[src/rtl/fetch_sequencer.sv]
// Instruction fetch sequencer: single-outstanding imem requests feeding a small FIFO
// toward decode. Define FETCH_BYPASS_EN to forward a response straight to decode when the queue is empty.
module fetch_sequencer #(
  parameter logic [31:0] RESET_PC = 32'h0000_0000,
  parameter int unsigned IQ_DEPTH = 2
) (
  input  logic        clk,
  input  logic        rst,
  output logic        imem_req,
  output logic [31:0] imem_addr,
  input  logic        imem_valid,
  input  logic [31:0] imem_rdata,
  input  logic        stallD,
  input  logic        redirect,
  input  logic [31:0] redirect_pc,
  output logic [31:0] pcF,
  output logic [31:0] instrF,
  output logic        validF
);

  localparam int unsigned PTR_W = $clog2(IQ_DEPTH);
  localparam int unsigned CNT_W = PTR_W + 1;
  localparam logic [CNT_W-1:0] DEPTH_C = CNT_W'(IQ_DEPTH);
  localparam logic [31:0] RESET_PC_C = RESET_PC & ~32'h3;

  typedef enum logic [1:0] {
    S_FETCH = 2'd0,
    S_WAIT  = 2'd1,
    S_DRAIN = 2'd2
  } state_e;

  state_e             state_q, state_d;
  logic [31:0]        fetch_pc_q, fetch_pc_d;
  logic [PTR_W-1:0]   rd_ptr_q, rd_ptr_d;
  logic [PTR_W-1:0]   wr_ptr_q, wr_ptr_d;
  logic [CNT_W-1:0]   count_q, count_d;
  logic [31:0]        iq_pc_q    [IQ_DEPTH];
  logic [31:0]        iq_instr_q [IQ_DEPTH];

  logic [31:0]        redirect_tgt;
  logic               accept;
  logic               head_vld;
  logic               enq;
  logic               deq;

  assign redirect_tgt = redirect_pc & ~32'h3;
  assign imem_addr    = fetch_pc_q;

  // In FETCH nothing is outstanding, so the occupancy test alone bounds the queue.
  always_comb begin
    state_d    = state_q;
    fetch_pc_d = fetch_pc_q;
    imem_req   = 1'b0;
    accept     = 1'b0;
    unique case (state_q)
      S_FETCH: begin
        if (redirect) begin
          fetch_pc_d = redirect_tgt;
        end else if (count_q < DEPTH_C) begin
          imem_req = 1'b1;
          state_d  = S_WAIT;
        end
      end
      S_WAIT: begin
        if (imem_valid) begin
          state_d = S_FETCH;
          if (redirect) begin
            fetch_pc_d = redirect_tgt;
          end else begin
            accept     = 1'b1;
            fetch_pc_d = fetch_pc_q + 32'd4;
          end
        end else if (redirect) begin
          state_d    = S_DRAIN;
          fetch_pc_d = redirect_tgt;
        end
      end
      S_DRAIN: begin
        if (redirect) fetch_pc_d = redirect_tgt;
        if (imem_valid) state_d = S_FETCH;
      end
      default: state_d = S_FETCH;
    endcase
    if (rst) begin
      imem_req = 1'b0;
      accept   = 1'b0;
    end
  end

  always_comb begin
    head_vld = (count_q != '0);
    deq      = head_vld && !stallD && !redirect;
`ifdef FETCH_BYPASS_EN
    // An empty queue lets the response go straight to decode; it is kept only if decode stalls.
    enq    = accept && (head_vld || stallD);
    validF = !rst && (head_vld || accept);
    pcF    = head_vld ? iq_pc_q[rd_ptr_q]    : fetch_pc_q;
    instrF = head_vld ? iq_instr_q[rd_ptr_q] : imem_rdata;
`else
    enq    = accept;
    validF = !rst && head_vld;
    pcF    = iq_pc_q[rd_ptr_q];
    instrF = iq_instr_q[rd_ptr_q];
`endif
    if (!validF) begin
      pcF    = '0;
      instrF = '0;
    end
  end

  always_comb begin
    rd_ptr_d = rd_ptr_q;
    wr_ptr_d = wr_ptr_q;
    count_d  = count_q;
    if (redirect) begin
      rd_ptr_d = '0;
      wr_ptr_d = '0;
      count_d  = '0;
    end else begin
      if (enq) wr_ptr_d = wr_ptr_q + PTR_W'(1);
      if (deq) rd_ptr_d = rd_ptr_q + PTR_W'(1);
      unique case ({enq, deq})
        2'b10:   count_d = count_q + CNT_W'(1);
        2'b01:   count_d = count_q - CNT_W'(1);
        default: count_d = count_q;
      endcase
    end
  end

  always_ff @(posedge clk) begin
    if (rst) begin
      state_q    <= S_FETCH;
      fetch_pc_q <= RESET_PC_C;
      rd_ptr_q   <= '0;
      wr_ptr_q   <= '0;
      count_q    <= '0;
    end else begin
      state_q    <= state_d;
      fetch_pc_q <= fetch_pc_d;
      rd_ptr_q   <= rd_ptr_d;
      wr_ptr_q   <= wr_ptr_d;
      count_q    <= count_d;
    end
  end

  // Queue storage carries no reset; the occupancy counter alone defines validity.
  always_ff @(posedge clk) begin
    if (enq) begin
      iq_pc_q[wr_ptr_q]    <= fetch_pc_q;
      iq_instr_q[wr_ptr_q] <= imem_rdata;
    end
  end

endmodule

[config.mk]
export PLATFORM = sky130hd
export DESIGN_NAME = fetch_sequencer
export DESIGN_NICKNAME = d
export VERILOG_FILES = /design/src/rtl/fetch_sequencer.sv
export SDC_FILE = /design/constraint.sdc
export NUM_CORES = 1
export LEC_CHECK = 0
export BUFFER_PORTS_ARGS = -buffer_cell sky130_fd_sc_hd__buf_2
export CORE_MARGIN = 2
export CORE_UTILIZATION = 55
export DETAILED_ROUTE_END_ITERATION = 10
export PLACE_DENSITY = 0.81
export SETUP_SLACK_MARGIN = 0.4
export SLEW_MARGIN = 30
export SYNTH_ARGS = -nofsm -noshare
export SYNTH_HDL_FRONTEND = slang
export SYNTH_SLANG_ARGS = --single-unit
[constraint.sdc]
create_clock -name clk -period 8.3 [get_ports clk]
set_clock_uncertainty 0.05 [all_clocks]
set_input_delay 1.66 -clock clk [delete_from_list [all_inputs] [get_ports clk]]
set_output_delay 1.66 -clock clk [all_outputs]
set_load 0.02 [all_outputs]
# Yosys cells after proc, flatten, opt, wreduce, memory -nomap -nowiden
# Memories as Yosys holds them, arrays and structs flattened. A register that Yosys moved wholly into a read port is not among the register bits.
# Cells that the tools add are included.
dict set report word_totals {
  regBits 38
  input_bits 69
  latch_bits 0
  wordCells 61
  mem_bits_ro 0
  mem_bits_rw 128
  mem_count 2
  out_inout_bits 98
}
dict set report op_classes {
  order_cmp 1
  eq_ne 8
  mux 27
  bitwise_logic 0
  div_mod_pow 0
  n_shift 0
  n_mul 0
  reduce_logical 13
  n_addsub 5
}
# memory depth word_bits read_ports rd_clocked_by_memory_dff wr line
set mem_list {}
lappend mem_list {iq_instr_q 2 32 1 1 1 38} ;# logic [31:0] iq_instr_q [IQ_DEPTH];
lappend mem_list {iq_pc_q 2 32 1 1 1 37} ;# logic [31:0] iq_pc_q [IQ_DEPTH];
# cell count
set op_table {}
lappend op_table {{$mux W32} 5}
lappend op_table {{$pmux W32 S2} 1}
lappend op_table {{$add A32 B3 Y32 const B} 1}
lappend op_table {{$mux W1} 14}
lappend op_table {{$mux W2} 5}
lappend op_table {{$ne A2 B2 Y1 const B} 3}
lappend op_table {{$pmux W2 S3} 1}
lappend op_table {{$reduce_bool A2 Y1} 3}
lappend op_table {{$eq A2 B1 Y1 const B} 2}
lappend op_table {{$eq A2 B2 Y1 const B} 2}
lappend op_table {{$pmux W2 S2} 1}
lappend op_table {{$reduce_and A4 Y1} 1}
lappend op_table {{$reduce_or A2 Y1} 2}
lappend op_table {{$logic_and A1 B1 Y1} 3}
lappend op_table {{$logic_not A1 Y1} 3}
lappend op_table {{$ne A3 B3 Y1 const B} 1}
lappend op_table {{$add A1 B1 Y1 const B} 2}
lappend op_table {{$add A2 B1 Y2 const B} 1}
lappend op_table {{$logic_not A2 Y1} 1}
lappend op_table {{$lt A2 B2 Y1 const B} 1}
lappend op_table {{$sub A2 B1 Y2 const B} 1}

# Logic depth before layout (Yosys ltp)
# Gate-level depths: netlist (run 1).
dict set report logic_depth {
  depth_word 6
  ltp_mapped 8
  depth_no_buf 6
}

# Worst setup path after synthesis (run 1)
# No wires, ideal clock.
dict set report synth_path {
  path_type {input to register}
  startpoint {input port redirect}
  endpoint {memory iq_instr_q[0][0] (enable)}
  path_buffers 1
  t_arrival_ns 4.890
  setup_slack_ns 2.873
  path_stages 4
  required_ns 7.764
  setup_time_ns 0.486
  cell_sequence {clkbuf_1 nor2_1 nand2_1 nor2_1}
}
dict set report synth_via {
  elab_chain_len 6
}
# element line
set synth_lines {}
lappend synth_lines {{start, declared} 14} ;# input logic redirect,
lappend synth_lines {{$mux W1} 67} ;# if (redirect) begin
lappend synth_lines {{$mux W1} 65} ;# if (imem_valid) begin
lappend synth_lines {{$mux W1} 55} ;# unique case (state_q)
lappend synth_lines {{$mux W1} 84} ;# if (rst) begin
lappend synth_lines {{$mux W1} 148} ;# if (enq) begin
lappend synth_lines {{$mux W1 (implied by the code)} 150} ;# iq_instr_q[wr_ptr_q] <= imem_rdata;
lappend synth_lines {{end, declared} 38}
# No other way between the ends.

# Worst setup path after layout (run 1)
dict set report layout_path {
  startpoint {input port rst}
  endpoint {output port pcF[21]}
}
dict set report layout_via {
  elab_chain_len 3
}
# element line
set layout_lines {}
lappend layout_lines {{start, declared} 8} ;# input logic rst,
lappend layout_lines {{$logic_not A1 Y1} 101} ;# validF = !rst && head_vld;
lappend layout_lines {{$logic_and A1 B1 Y1} 101}
lappend layout_lines {{$mux W32} 105} ;# if (!validF) begin
lappend layout_lines {{end, declared} 16} ;# output logic [31:0] pcF,
# No other way between the ends.

==> flow_summary.yaml, run 1 <==
floorplan:
  io_pins: 167
  dieArea_sq_um: 13990
  core_sq_um: 12670
  die_w_um: 118.3
  core.rowCount: 41
  start_util_pct: 56.71
  die_h_um: 118.3
power:
  power.share.combinational_pct: 5.4
  leakage_nw: 3.361
  worst_ir_drop_vdd_mv: 0.1470
  power.total_mw: 1.849
  switching_share_pct: 21.36
  p_int_mw: 1.454
  seqPwrFrac_pct: 50.9
  switching_power_mw: 0.3948
  p_per_area_nw_per_um2: 210.8
  power_frac_clock_pct: 43.7
worst_setup_path:
  critPathRequiredTime_ns: 6.59
  cp_max_fo: 41
  worst-r2r-cell-count: 4
  cp-start-kind: "primary input"
  end_kind: "output port"
  crit_arrival_ns: 3.77
  crit_type: "in2out"
  r2r_slack_ns: 5.67
  rr_endpoint: "iq_pc_q[0][8]"
  r2r_start: "state_q[0]"
clock_network:
  clockBufferDepth: 2
  clk_pin_slew_ns: 0.06
  insertion_delay_ns: 0.42
  post_cts_buffers: 0
  postCtsHoldBufs: 0
  ctsResizeCount: 0
  clock-sinks: 167
  h-tree-depth: 4
  cts_tree: "built"
  root_buffer: "clkbuf_16"
  numCtsBuffers: 17
grt:
  grt_pass1_wl_mm: 26.31
  track_usage_pct: 24.12
  use_met2_pct: 40.25
  grt_use_met1_pct: 31.49
  grt_busiest_layer: "met2"
  grt_overflow: 0
  grt_max_degree: 65
  use_met3_pct: 4.971
  grt_antenna_before_repair: 0
  grt_pass1_vias: 5044
timing:
  hold_viol: 0
  setup_viol_count_final: 0
  worst_slack_ns: 2.823
  fin_setup_tns_ns: 0
  post-route-min-period_ns: 5.477
  drv_slew: 0
  rsz0062_at_grt: "no"
  tightest_slew_ns: 0.8780
  fmax_ghz: 0.1826
  maxSlewHeadroom_pct: 41.25
  finalCritPeriodShare_pct: 65.99
placed_design:
  dp_hpwl_mm: 11.03
  dpl_worst_slack_ns: 2.847
  gp_congestion: 0.8857
  dp.cells: 879
  port_buffers: 164
yosys:
  synthFlopType: "edfxtp_1"
  syn_area_per_cell_sq_um: 12.50
  synthTopCellsByArea: "edfxtp_1 53%, dfxtp_1 11%, mux2i_1 9.9%, nor2_1 5.1%, a21oi_1 1.3%"
  syn_inst: 575
  ys_types: 58
  async_flop_share_pct: 0
  synth_seq_cells: 167
  syn_area_sq_um: 7186
  ys_seq_area_share_pct: 64.36
  yosysWarnings: 0
  synth_top_area_share_pct: 53.49
  synth_nets: 646
  post-synth-top-area-cell: "edfxtp_1"
  synth_edf_count: 128
layout:
  final-seq-area_sq_um: 4628
  fin_nets: 797
  drive_gt1_share_pct: 28.55
  num-fill-cells: 950
  area_growth_pct: 22.04
  multi_input_area_sq_um: 2412
  instances_no_fill: 911
  diodes: 0
drt:
  dr.pass1.iters: 8
  wire_per_inst_um: 18.47
  dr.first_iter.drc_count: 507
  drt-total-wl_mm: 16.83
  vias_per_cell: 5.829
  drc_errors: 0
  via_count: 5310
  postRouteAntennaNets: 0
worst_hold_path:
  hold_end: "iq_pc_q[1][0]"
  hold_path_class: "reg2reg"
  hold_depth: 0
  min_from: "imem_addr[0]"
run:
  maxCapViolations: 0
run_status:
  outcome: "complete, no violations"
-- registers in the layout (all words and copies together), names as in the netlist, named ones only --
signal,cells
iq_pc_q,64
rd_ptr_q,1
count_q,2
wr_ptr_q,1
iq_instr_q,64
state_q,2
imem_addr,32
-- area by class of cell --
| type | count | share of cell area (%) |
|---|---|---|
| clock buffer | 18 | 4.894 |
| clock inverter | 14 | 2.055 |
| timing repair buffer | 168 | 9.930 |
| multi-input combinational | 363 | 27.51 |
| tap | 172 | 2.454 |
| sequential | 167 | 52.78 |
| inverter | 9 | 0.3852 |
-- power by group through the flow --
stage / clock, mW / sequential (mW) / combinational, mW
finish: 0.809 / 0.940 / 0.0997
floorplan: 0 / 0.962 / 0.0458
detailed placement: 0 / 0.957 / 0.0983
global route: 0.853 / 0.943 / 0.107
CTS: 0.818 / 0.939 / 0.0987
global placement: 0 / 0.955 / 0.0943
-- metal layers --
metal / up-vias / routed length (um)
met5: - / 0
met4: 0 / 203
met2: 274 / 8311
met1: 2543 / 6795
li1: 2469 / -
met3: 24 / 1516
-- logic make-up after synthesis --
family	Yosys count	share of synthesized area, %
AO/OA/AOI/OAI	91	8.567
multiplexers	72	10.05
flip-flops	167	64.36
XOR/XNOR	8	0.9751
buffers and inverters	45	2.507
AND/OR/NAND/NOR	190	13.20
adder cells (fa/ha/maj)	2	0.3482
-- critical path: stages --
cell     delay (ns)
buf_2          0.43
inv_1          0.41
o21ai_4        0.42
buf_4          0.52
nor2_1         0.12
buf_2          0.18
-- how the worst max path moves through the flow --
stage / cells after the start / endpoint / startpoint / slack, ns
6_report: 6 / pcF[21] / rst / 2.82
5_1_grt: 6 / instrF[4] / rst / 2.72
4_1_cts: 6 / pcF[21] / rst / 2.85
3_5_place_dp: 6 / pcF[21] / rst / 2.85
3_3_place_gp: 6 / instrF[4] / rst / 2.92
2_1_floorplan: 4 / iq_instr_q[0][0] / redirect / 2.87
-- layout by cell type, fill, tap and decap left out, drive strengths merged, types with 3 or more instances in the layout --
cell	count
and3	6
a31oi	3
mux2i	71
xnor2	3
nor2	97
nand2b	5
a211oi	7
nand3b	3
xor2	5
nand2	20
a22oi	6
bufinv	4
a21oi	18
clkinv	8
o22ai	10
dfxtp	39
edfxtp	128
buf	168
and2	4
a221oi	3
o221ai	5
clkbuf	18
inv	11
nor2b	4
nor3	6
nand3	17
o21ai	20
nor4	4
nand4	14
-- cells in the mapped netlist (6+ instances only) --
cell type and instances:
a211oi_1 7, a21oi_1 18, a22oi_1 6, buf_1 9
buf_2 9, clkbuf_1 18, dfxtp_1 39, edfxtp_1 128
inv_1 8, mux2i_1 71, nand2_1 19, nand3_1 17
nand4_1 11, nor2_1 97, o21ai_0 14, o21ai_1 6
o22ai_1 10
-- through the flow --
step / instance area [sq um] / hold slack, ns / utilization, %
2_1_floorplan: 7186 / 0.4313 / -
6_report: 8770 / 0.4436 / 69.21
4_1_cts: 8758 / 0.4399 / 69.12
5_1_grt: 8770 / 0.4569 / 69.21
3_3_place_gp: 8122 / 0.4219 / 64.10
3_5_place_dp: 8149 / 0.4226 / 64.31
No activity file was read; power rests on OpenSTA's default activity.
==> inputs of run 2 (changes only) <==
--- a/config.mk
+++ b/config.mk
@@ -5,11 +5,12 @@
 export SDC_FILE = /design/constraint.sdc
 export NUM_CORES = 1
 export LEC_CHECK = 0
+export ABC_AREA = 1
 export BUFFER_PORTS_ARGS = -buffer_cell sky130_fd_sc_hd__buf_2
 export CORE_MARGIN = 2
 export CORE_UTILIZATION = 55
 export DETAILED_ROUTE_END_ITERATION = 10
-export PLACE_DENSITY = 0.81
+export PLACE_DENSITY = 0.8
 export SETUP_SLACK_MARGIN = 0.4
 export SLEW_MARGIN = 30
 export SYNTH_ARGS = -nofsm -noshare
==> constraint.sdc (replaced) <==
create_clock -name clk -period 5.5 [get_ports clk]
set_clock_uncertainty 0.05 [all_clocks]
set_input_delay 1.1 -clock clk [delete_from_list [all_inputs] [get_ports clk]]
set_output_delay 1.1 -clock clk [all_outputs]
set_load 0.02 [all_outputs]
==> flow_summary.yaml, run 2 <==
drt:
  via_count: 6247
  drc_errors: 0
  dr.first_iter.drc_count: 527
  dr.pass1.iters: 5
  postRouteAntennaNets: 0
  drt-total-wl_mm: 18.32
  wire_per_inst_um: 15.84
  vias_per_cell: 5.399
worst_setup_path:
  critPathRequiredTime_ns: 4.35
  cp-start-kind: "primary input"
  cp_max_fo: 28
  crit_arrival_ns: 2.74
  worst-r2r-cell-count: 7
  crit_slowest_cell: "nor2_4"
  startpoint: "rst"
  crit_type: "in2out"
  cp_top_family: "buffers and inverters"
  cp.buffers_inverters: 4
  slowest_delay_ns: 0.59
  cp_common_cell: "buf_2"
  r2r_slack_ns: 2.52
  end_kind: "output port"
  crit_path_cell_trace: "buf_2 > nor2_4 > buf_4 > nand2_1 > inv_1 > buf_2"
  rr_endpoint: "iq_pc_q[0][18]"
  r2r_start: "state_q[0]"
clock_network:
  numCtsBuffers: 17
  clock-sinks: 167
  insertion_delay_ns: 0.42
  post_cts_buffers: 0
  clk_pin_slew_ns: 0.06
  clockBufferDepth: 2
  ctsResizeCount: 0
  h-tree-depth: 4
  cts_tree: "built"
  postCtsHoldBufs: 0
  root_buffer: "clkbuf_16"
grt:
  grt_max_degree: 56
  grt_overflow: 0
  grt_pass1_vias: 5789
  track_usage_pct: 23.42
  grt_antenna_before_repair: 1
  grt_pass1_wl_mm: 28.86
timing:
  fin_setup_tns_ns: 0
  drv_slew: 0
  whs_ns: 0.4458
  setup_viol_count_final: 0
  post-route-min-period_ns: 3.887
  hold_viol: 0
  fmax_ghz: 0.2573
  tightest_slew_ns: 0.9472
  rsz0062_at_grt: "no"
  finalCritPeriodShare_pct: 70.68
  maxSlewHeadroom_pct: 36.85
yosys:
  syn_inst: 803
  syn_area_sq_um: 8000
  yosysMostFrequentCell: "nand2_1"
  synth_seq_cells: 167
  synthTopCellsByArea: "edfxtp_1 48%, dfxtp_1 9.8%, mux2_2 9.0%, nand2_1 7.9%, inv_1 5.3%"
  post-synth-top-area-cell: "edfxtp_1"
  synth_top_area_share_pct: 48.05
  ys_seq_area_share_pct: 57.80
  async_flop_share_pct: 0
  yosysWarnings: 0
  synth_edf_count: 128
  synth_nets: 874
  syn_area_per_cell_sq_um: 9.963
  ys_types: 41
  synth_common_cells: "169 x nand2_1, 128 x edfxtp_1, 113 x inv_1"
  synthFlopType: "edfxtp_1"
layout:
  fin_nets: 1030
  fin_util_pct: 67.21
  num-fill-cells: 1152
  mostFrequentLayoutCells: "169 x nand2_1, 164 x buf_2, 128 x edfxtp_1"
  multi_input_area_sq_um: 2813
  final-seq-area_sq_um: 4626
  drive_gt1_share_pct: 30.35
  mostFrequentLayoutCell: "nand2_1"
  instances_no_fill: 1157
  area_growth_pct: 20.71
placed_design:
  gp_congestion: 0.9009
  dp.cells: 1124
  dp_hpwl_mm: 12.19
  port_buffers: 164
floorplan:
  core.rowCount: 44
  io_pins: 167
  die_w_um: 124.6
  core_sq_um: 14370
  start_util_pct: 55.68
  die_h_um: 124.6
  dieArea_sq_um: 15530
power:
  power.share.combinational_pct: 6.1
  switching_power_mw: 0.6205
  leakage_nw: 4.326
  power_frac_clock_pct: 45.0
  power.total_mw: 2.901
  seqPwrFrac_pct: 48.9
  p_per_area_nw_per_um2: 300.4
  worst_ir_drop_vdd_mv: 0.1923
  switching_share_pct: 21.39
  p_int_mw: 2.281
worst_hold_path:
  min_from: "imem_addr[1]"
  hold_end: "imem_addr[1]"
  hold_depth: 2
  hold_path_class: "reg2reg"
run:
  maxCapViolations: 0
run_status:
  outcome: "complete, no violations"
run 2: changes by cell type in the layout (fill, tap and decap cells not counted), sizes merged, moves of 13 or more:
cell / before / now
nand2: 20 / 175
inv: 11 / 119
mux2i: 71 / 0
mux2: 1 / 64
nor2: 97 / 65
a21oi: 18 / 39
o21ai: 20 / 34
nand3: 17 / 30
run 2: cell type report:
cell class	instances	area share, %
tap	184	2.384
antenna	1	0.02591
inverter	119	4.626
sequential	167	47.90
clock inverter	10	1.982
multi-input combinational	485	29.13
timing repair buffer	169	9.147
clock buffer	22	4.807
run 2: stage by stage:
stage / instance area [sq um] / setup WS, ns
after floorplan: 8000 / 0.5260
after global placement: 8999 / 1.582
after detailed placement: 8999 / 1.576
after CTS: 9654 / 1.565
after global routing: 9657 / 1.458
final: 9657 / 1.613
run 2: tightest hold or removal path, stage by stage (launching register included):
cell     delay (ns)
dfxtp_1        0.34
nand2_1        0.07
nor2_1         0.04
run 2: cells by family after synthesis:
logic type | after synthesis | share of synthesized area [%]
buffers and inverters | 151 | 7.319
AND/OR/NAND/NOR | 302 | 16.70
adder cells (fa/ha/maj) | 2 | 0.3127
flip-flops | 167 | 57.80
XOR/XNOR | 6 | 0.6569
AO/OA/AOI/OAI | 111 | 8.195
multiplexers | 64 | 9.008
run 2: layer usage:
metal,vias up,share of wire [%],track usage (%)
met2,254,48,38.60
met1,2920,42,30.41
met3,29,7.6,4.596
met5,-,0,0
li1,3044,-,-
met4,0,2.5,9.848
run 2: power groups by stage:
stage / Sequential (mW) / Combinational [mW] / Clock (mW)
floorplan: 1.45 / 0.0912 / 0
global placement: 1.44 / 0.171 / 0
detailed placement: 1.44 / 0.175 / 0
CTS: 1.42 / 0.177 / 1.32
global route: 1.42 / 0.196 / 1.36
finish: 1.42 / 0.178 / 1.30
run 2: worst max path at each step:
stage | to | slack [ns] | cells past startpoint
after floorplan | iq_instr_q[1][0] | 0.53 | 5
after global placement | pcF[29] | 1.58 | 6
after CTS | pcF[24] | 1.56 | 6
final | pcF[21] | 1.61 | 6
after detailed placement | pcF[24] | 1.58 | 6
after global routing | pcF[24] | 1.46 | 6
==> inputs of run 3 (changes only) <==
--- a/config.mk
+++ b/config.mk
@@ -8,9 +8,9 @@
 export ABC_AREA = 1
 export BUFFER_PORTS_ARGS = -buffer_cell sky130_fd_sc_hd__buf_2
 export CORE_MARGIN = 2
-export CORE_UTILIZATION = 55
+export CORE_UTILIZATION = 50
 export DETAILED_ROUTE_END_ITERATION = 10
-export PLACE_DENSITY = 0.8
+export PLACE_DENSITY = 0.77
 export SETUP_SLACK_MARGIN = 0.4
 export SLEW_MARGIN = 30
 export SYNTH_ARGS = -nofsm -noshare
==> constraint.sdc (replaced) <==
create_clock -name clk -period 3.5 [get_ports clk]
set_clock_uncertainty 0.05 [all_clocks]
set_input_delay 0.7 -clock clk [delete_from_list [all_inputs] [get_ports clk]]
set_output_delay 0.7 -clock clk [all_outputs]
set_load 0.02 [all_outputs]
==> flow_summary.yaml, run 3 (synthesized netlist as in run 2, its figures left out) <==
clock_network:
  post_cts_buffers: 0
  insertion_delay_ns: 0.43
  numCtsBuffers: 17
  ctsResizeCount: 0
  root_buffer: "clkbuf_16"
  postCtsHoldBufs: 0
  clockBufferDepth: 2
  h-tree-depth: 4
  cts_tree: "built"
  clock-sinks: 167
  clk_pin_slew_ns: 0.07
power:
  leakage_nw: 4.391
  worst_ir_drop_vdd_mv: 0.3684
  p_per_area_nw_per_um2: 452.4
drt:
  vias_per_cell: 5.208
  via_count: 6250
  drc_errors: 0
  drt-total-wl_mm: 18.55
  dr.first_iter.drc_count: 460
  dr.pass1.iters: 7
  postRouteAntennaNets: 0
  wire_per_inst_um: 15.46
floorplan:
  dieArea_sq_um: 17030
  core.rowCount: 46
  start_util_pct: 50.73
  io_pins: 167
  die_w_um: 130.5
  core_sq_um: 15770
  die_h_um: 130.5
worst_setup_path:
  cp_max_fo: 24
  critPathRequiredTime_ns: 2.75
  crit_arrival_ns: 2.09
  crit_slowest_cell: "dfxtp_2"
  crit_path_cell_trace: "buf_12 > mux2_2 > nand2_1 > inv_1 > buf_2"
  end_kind: "output port"
  cp-start-kind: "flop"
  crit_type: "reg2out"
  r2r_slack_ns: 1.32
  slowest_delay_ns: 0.72
grt:
  grt_max_degree: 66
  track_usage_pct: 21.63
  grt_antenna_before_repair: 0
  grt_pass1_wl_mm: 28.20
  grt_pass1_vias: 5728
  grt_overflow: 0
layout:
  drive_gt1_share_pct: 31.00
  area_growth_pct: 22.90
  fin_nets: 1042
  diodes: 0
  mostFrequentLayoutCell: "nand2_1"
  mostFrequentLayoutCells: "169 x nand2_1, 164 x buf_2, 128 x edfxtp_1"
timing:
  drv_slew: 0
  finalCritPeriodShare_pct: 81.03
  fmax_ghz: 0.3526
  post-route-min-period_ns: 2.836
  rsz0062_at_grt: "no"
  whs_ns: 0.4080
  hold_viol: 0
  setup_viol_count_final: 0
  fin_setup_tns_ns: 0
  maxSlewHeadroom_pct: 54.00
  tightest_slew_ns: 0.6900
worst_hold_path:
  hold_path_class: "in2reg"
run:
  maxCapViolations: 0
placed_design:
  gp_congestion: 0.9159
  port_buffers: 164
  dp_hpwl_mm: 12.68
run_status:
  outcome: "complete, no violations"
run 3: metrics by stage:
stage                     cells  worst slack [ns]  instance area [sq um]  power [mW]  utilization, %
after CTS                  1200            0.6423                   9832       4.471           62.35
after global placement     1168            0.8679                   9216       2.543           58.44
after detailed placement   1168            0.8497                   9216       2.552           58.44
after global routing       1200            0.5297                   9832       4.591           62.35
after floorplan             803         -0.008912                   8005       2.425               -
final                      1200            0.6641                   9832       4.448           62.35
run 3: power breakdown:
group          switching (mW)  internal, mW
clock                   0.740          1.19
sequential             0.0611          2.17
combinational           0.176         0.108
run 3: area by class of cell:
class,instances,area [sq um]
clock inverter,12,178.9
timing repair buffer,181,1061
fill,1333,5938
inverter,119,446.7
sequential,167,4626
multi-input combinational,485,2813
clock buffer,20,436.7
tap,216,270.3
run 3: critical path: cells and delay by family (launching register included):
kind | cells | cell delay, ns
muxes | 1 | 0.38
DFF | 1 | 0.72
buffers and inverters | 3 | 0.46
and+or+nand+nor | 1 | 0.07
run 3: path summary, 6_finish.rpt:
kind	start	end	cells past startpoint
max	flop	pcF[17]	5
min	imem_rdata[1]	iq_instr_q[0][1]	1
min reg2reg	imem_addr[1]	imem_addr[1]	2
max reg2reg	state_q[0]	imem_addr[11]	8
run 3: routing by layer:
layer  wire, um  GRT usage [%]  vias up  part of all wire (%)
met3       1538          5.578       27                   8.3
met5          0              0        -                     0
met4        310          8.573        0                   1.7
met2       8882          35.57      263                    48
met1       7818          27.54     2904                    42
li1           -              -     3056                     -
